**config.mk**
```make
export PLATFORM = sky130hd
export DESIGN_NAME = usub_serial
export DESIGN_NICKNAME = d
export VERILOG_FILES = /design/src/rtl/uadd_pkg.sv /design/src/rtl/usub_chunk.sv /design/src/rtl/usub_serial.sv
export SDC_FILE = /design/constraint.sdc
export NUM_CORES = 1
export LEC_CHECK = 0
export ABC_AREA = 1
export CORE_MARGIN = 2
export CORE_UTILIZATION = 47
export CTS_CLUSTER_SIZE = 25
export DETAILED_ROUTE_END_ITERATION = 16
export GPL_TIMING_DRIVEN = 0
export PLACE_DENSITY = 0.79
export SYNTH_ARGS = -nofsm -noshare
export SYNTH_HDL_FRONTEND = slang
export SYNTH_SLANG_ARGS = --single-unit
```
**constraint.sdc**
```tcl
create_clock -name clk -period 2.8 [get_ports clk]
set_input_delay 0.42 -clock clk [delete_from_list [all_inputs] [get_ports clk]]
set_output_delay 0.42 -clock clk [all_outputs]
set_load 0.01 [all_outputs]
```
**src/rtl/uadd_pkg.sv**
```systemverilog
// +------------------------------------------------------------------------+
// | uadd_pkg: shared types and helpers for the UADD/USUB datapath family    |
// | Rev 1.0 - initial release                                               |
// +------------------------------------------------------------------------+
`default_nettype none

package uadd_pkg;

  typedef enum logic [1:0] {
    IDLE = 2'd0,
    BUSY = 2'd1,
    DONE = 2'd2
  } usub_state_t;

  // Number of chunks an operand is split into.
  function automatic int unsigned usub_num_chunks(input int unsigned logwidth,
                                                  input int unsigned logchunk);
    return 32'd1 << (logwidth - logchunk);
  endfunction

endpackage

`default_nettype wire

```
**src/rtl/usub_chunk.sv**
```systemverilog
// +------------------------------------------------------------------------+
// | usub_chunk: combinational 2**LOGCHUNK-bit subtract with borrow in/out   |
// | Rev 1.0 - initial release                                               |
// +------------------------------------------------------------------------+
`default_nettype none

module usub_chunk #(
  parameter int LOGCHUNK = 3
) (
  input  logic [2**LOGCHUNK-1:0] i_a,
  input  logic [2**LOGCHUNK-1:0] i_b,
  input  logic                   i_bin,
  output logic [2**LOGCHUNK-1:0] o_d,
  output logic                   o_bout
);

  localparam int c_chunk = 2**LOGCHUNK;

  logic [c_chunk:0] w_diff;

  // The extra top bit goes to 1 exactly when the subtraction underflows.
  assign w_diff = {1'b0, i_a} - {1'b0, i_b} - {{c_chunk{1'b0}}, i_bin};
  assign o_d    = w_diff[c_chunk-1:0];
  assign o_bout = w_diff[c_chunk];

endmodule

`default_nettype wire

```
**src/rtl/usub_serial.sv**
```systemverilog
// +------------------------------------------------------------------------+
// | usub_serial: multi-cycle unsigned subtractor D = A - B - Bin, one chunk |
// | per clock, LSB chunk first. USUB_SIGNED_OVF_EN adds the o_vout port.    |
// | Rev 1.0 - initial release                                               |
// +------------------------------------------------------------------------+
`default_nettype none

module usub_serial
  import uadd_pkg::*;
#(
  parameter int LOGWIDTH = 5,
  parameter int LOGCHUNK = 3
) (
  input  logic                   clk,
  input  logic                   rst_n,
  input  logic                   i_in_valid,
  output logic                   o_in_ready,
  input  logic                   i_bin,
  input  logic [2**LOGWIDTH-1:0] i_a,
  input  logic [2**LOGWIDTH-1:0] i_b,
  output logic                   o_out_valid,
  input  logic                   i_out_ready,
  output logic [2**LOGWIDTH-1:0] o_d,
  output logic                   o_bout
`ifdef USUB_SIGNED_OVF_EN
  ,
  output logic                   o_vout
`endif
);

  localparam int c_width  = 2**LOGWIDTH;
  localparam int c_chunk  = 2**LOGCHUNK;
  localparam int c_nchunk = int'(usub_num_chunks(LOGWIDTH, LOGCHUNK));
  localparam int c_kw     = (LOGWIDTH > LOGCHUNK) ? (LOGWIDTH - LOGCHUNK) : 1;
  localparam logic [c_kw-1:0] c_last_k = c_kw'(c_nchunk - 1);

  usub_state_t          r_state;
  logic [c_width-1:0]   r_a;
  logic [c_width-1:0]   r_b;
  logic                 r_bin;
  logic                 r_borrow;
  logic [c_kw-1:0]      r_k;
  logic [c_width-1:0]   r_d;
  logic                 r_bout;
  logic                 r_out_valid;
  logic                 r_vout;

  logic [c_chunk-1:0]   w_a_chunk;
  logic [c_chunk-1:0]   w_b_chunk;
  logic [c_chunk-1:0]   w_d_chunk;
  logic                 w_bin_chunk;
  logic                 w_bout_chunk;
  logic                 w_vout;

  assign w_a_chunk   = r_a[r_k*c_chunk +: c_chunk];
  assign w_b_chunk   = r_b[r_k*c_chunk +: c_chunk];
  assign w_bin_chunk = (r_k == '0) ? r_bin : r_borrow;

  usub_chunk #(
    .LOGCHUNK (LOGCHUNK)
  ) u_chunk (
    .i_a    (w_a_chunk),
    .i_b    (w_b_chunk),
    .i_bin  (w_bin_chunk),
    .o_d    (w_d_chunk),
    .o_bout (w_bout_chunk)
  );

  // Signed overflow: operands of differing sign and a result whose sign differs from A.
  assign w_vout = (r_a[c_width-1] ^ r_b[c_width-1]) & (w_d_chunk[c_chunk-1] ^ r_a[c_width-1]);

  always_ff @(posedge clk or negedge rst_n) begin
    if (!rst_n) begin
      r_state     <= IDLE;
      r_a         <= '0;
      r_b         <= '0;
      r_bin       <= 1'b0;
      r_borrow    <= 1'b0;
      r_k         <= '0;
      r_d         <= '0;
      r_bout      <= 1'b0;
      r_out_valid <= 1'b0;
      r_vout      <= 1'b0;
    end else begin
      case (r_state)
        IDLE: begin
          if (i_in_valid) begin
            r_a     <= i_a;
            r_b     <= i_b;
            r_bin   <= i_bin;
            r_d     <= '0;
            r_k     <= '0;
            r_vout  <= 1'b0;
            r_state <= BUSY;
          end
        end
        BUSY: begin
          r_d[r_k*c_chunk +: c_chunk] <= w_d_chunk;
          r_borrow                    <= w_bout_chunk;
          if (r_k == c_last_k) begin
            r_bout      <= w_bout_chunk;
            r_vout      <= w_vout;
            r_out_valid <= 1'b1;
            r_state     <= DONE;
          end else begin
            r_k <= r_k + 1'b1;
          end
        end
        DONE: begin
          if (i_out_ready) begin
            r_out_valid <= 1'b0;
            r_state     <= IDLE;
          end
        end
        default: r_state <= IDLE;
      endcase
    end
  end

  assign o_in_ready  = (r_state == IDLE) && rst_n;
  assign o_out_valid = r_out_valid;
  assign o_d         = r_d;
  assign o_bout      = r_bout;

`ifdef USUB_SIGNED_OVF_EN
  assign o_vout = r_vout;
`else
  logic w_unused;
  assign w_unused = r_vout;
`endif

endmodule

`default_nettype wire

```
==> impl_metrics.json <==
{
  "slew_headroom_pct": 57.1,
  "min_period_ns": 2.74,
  "drt_iter0_drc": 177,
  "antenna_found_initial": 0,
  "cp.required_ns": 3.11,
  "wl_mm": 12.7,
  "die_y_um": 108,
  "syn-num-nets": 582,
  "cap_violations": 0,
  "drt-wirelength-per-cell_um": 16.8,
  "post-route-period-util_pct": 97.9,
  "gp_congestion": 0.868,
  "grt_use_total_pct": 22.6,
  "grt_pass1_vias": 4217,
  "synth_edf_count": 0,
  "antenna_violating_nets_post_route": 0,
  "cts_tree": "built",
  "hp-class": "in -> async",
  "critical_path_arrival_ns": 3.05,
  "critPathKind": "reg -> reg",
  "cts.clk_slew.worst_paths_ns": 0.10,
  "ios": 104,
  "status": "finished, final reports clean",
  "synth.distinct_cells": 36,
  "async_reset_ff_share_pct": 100,
  "netlist.area_leader.share_pct": 51.2,
  "grt_pass1_wl_mm": 20.4,
  "routed-via-count": 4097,
  "routed_via_density": 5.39,
  "synth_cells": 495,
  "finalNonFillerCells": 760,
  "synth_flop_cell": "dfrtp_1",
  "numPortBuffers": 103,
  "grt_overflow": 0,
  "setup_slack_ns": 0.0593,
  "grt_start_max_net_pins": 57,
  "cts_sinks": 104,
  "numCtsBuffers": 9,
  "cp-end-kind": "flip-flop",
  "setup_viol": 0,
  "netlist_area_sq_um": 5080,
  "dp_hpwl_mm": 9.33,
  "hold_buffers": 0,
  "rows": 37,
  "maxSlewViolCount": 0,
  "design.core.area_sq_um": 10400,
  "synthTopCellsByArea": "dfrtp_1, mux2_2, nand2_1",
  "tightest_slew_ns": 0.644,
  "fin_nets": 706,
  "insertion_delay_ns": 0.38,
  "synth_seq_cells": 104,
  "antennaDiodeCount": 0,
  "synth_area_per_cell_sq_um": 10.3,
  "die-area_sq_um": 11700,
  "cts.path.max_buffers": 2,
  "fin_skew_ns": 0.00910,
  "ys_warn_count": 0,
  "path_max_fanout": 10,
  "drcViolationCount": 0,
  "syn2layout_area_growth_pct": 34.6,
  "yosysMostFrequentCell": "dfrtp_1",
  "ys_top_cells_by_count": "dfrtp_1, nand2_1, mux2_2",
  "hold_viol": 0,
  "drive_above_1_share_pct": 26.4,
  "clock.fmax_ghz": 0.365,
  "die_w_um": 108,
  "initial_core_util_pct": 48.8,
  "synth_top_area_cell": "dfrtp_1",
  "yosysSeqAreaShare_pct": 51.2,
  "dp.cells": 735,
  "place_ws_ns": -0.462,
  "cts_root_buffer": "clkbuf_8",
  "cts-htree-levels": 3,
  "drtPass1Iterations": 5,
  "startpoint_type": "flip-flop"
}
per-layer routing:
layer  vias to the layer above  GRT usage (%)  wire, um
met5                         -              0         0
met1                      1992           29.0      5350
met2                       165           38.2      6400
li1                       1921              -         -
met4                         0           8.79       266
met3                        19           4.28       722
logic make-up (layout without fill, tap and decap cells):
logic type,Yosys count,count (layout),share of synthesized area (%)
DFF,104,104,51.2
and+or+nand+nor,171,171,15.3
AOI/OAI and AO/OA,76,76,8.89
muxes,61,61,13.5
buffers and inverters,61,190,5.32
xor gates and xnor gates,4,4,0.985
adders and majority gates,18,18,4.73
timing repair:
item                                    4_1_cts  5_1_grt
buffers inserted                              7        4
pin swaps                                     9        9
endpoints found under the setup margin       30       17
gates resized for setup                      40       32
gates cloned                                  0        0
hold endpoints to repair                      0        0
registers in the layout, summed over array words and instances, names as in the netlist:
signal       flops
o_d             32
r_a             32
r_b             32
r_k              2
r_state          2
o_bout           1
o_out_valid      1
r_bin            1
r_borrow         1
final cells by class:
| class | count | area (sq um) |
|---|---|---|
| clock inverter | 7 | 88.8 |
| fill | 792 | 3580 |
| clock buffer | 9 | 124 |
| inverter | 39 | 159 |
| multi-input combinational | 330 | 2340 |
| timing repair buffer | 115 | 1140 |
| buffer | 20 | 208 |
| sequential | 104 | 2600 |
| tap | 136 | 170 |
critical path, stage by stage (launching register included):
cell      delay [ns]
dfrtp_1         0.42
buf_8           0.14
inv_6           0.09
clkbuf_4        0.22
a21oi_1         0.07
a32o_1          0.25
fa_2            0.36
inv_2           0.09
ha_4            0.12
inv_1           0.04
nand2_1         0.05
inv_1           0.07
nor2_2          0.11
nor2_2          0.04
nand2_2         0.08
xor2_2          0.17
nand2_2         0.10
buf_4           0.14
o21ai_1         0.10
path summary, 6_finish.rpt:
path / start / to / slack, ns / cells after the start
hold / removal: rst_n / o_d[28]$_DFFE_PN0P_ / 0.06 / 1
setup reg to reg: r_k[1]$_DFFE_PN0P_ / o_d[21]$_DFFE_PN0P_ / 0.06 / 18
hold reg to reg: o_d[8]$_DFFE_PN0P_ / o_d[8]$_DFFE_PN0P_ / 0.50 / 2
max in group asynchronous: rst_n / r_a[29]$_DFFE_PN0P_ / 2.05 / 2
setup / recovery: r_k[1]$_DFFE_PN0P_ / o_d[21]$_DFFE_PN0P_ / 0.06 / 18
min in group clk: o_d[8]$_DFFE_PN0P_ / o_d[8]$_DFFE_PN0P_ / 0.50 / 2
metrics by stage:
step	hold WS [ns]	utilization, %	TNS, ns	area, sq um
3_5_place_dp	0.476	60.6	-8.41	6320
6_report	0.0551	65.6	0	6840
2_1_floorplan	0.124	-	0	5090
3_3_place_gp	0.465	60.4	-260.24	6290
4_1_cts	0.0749	64.6	0	6730
5_1_grt	0.0914	65.6	-0.390	6840
layout by cell type (no fill, tap or decap), types with 2 or more instances in the layout:
cell type and n:
a21oi_1 14, a21oi_2 2, a32o_1 10, buf_2 6, buf_4 15, buf_6 4
buf_8 3, clkbuf_16 2, clkbuf_4 2, clkbuf_8 9, clkdlybuf4s50_1 102, dfrtp_1 104
fa_2 2, ha_1 11, ha_4 4, inv_1 30, inv_2 7, inv_6 4
inv_8 2, mux2_2 61, nand2_1 92, nand2_2 9, nand3_1 23, nand3_2 5
nand4_1 5, nor2_1 22, nor2_2 8, o21ai_0 16, o21ai_1 19, o21ai_2 3
o22ai_1 4, o22ai_2 3, o31ai_1 3, xor2_2 3
Power is left out: the tool's default activity adds up to more than one toggle a clock period on the data nets, which glitch-free logic cannot reach.
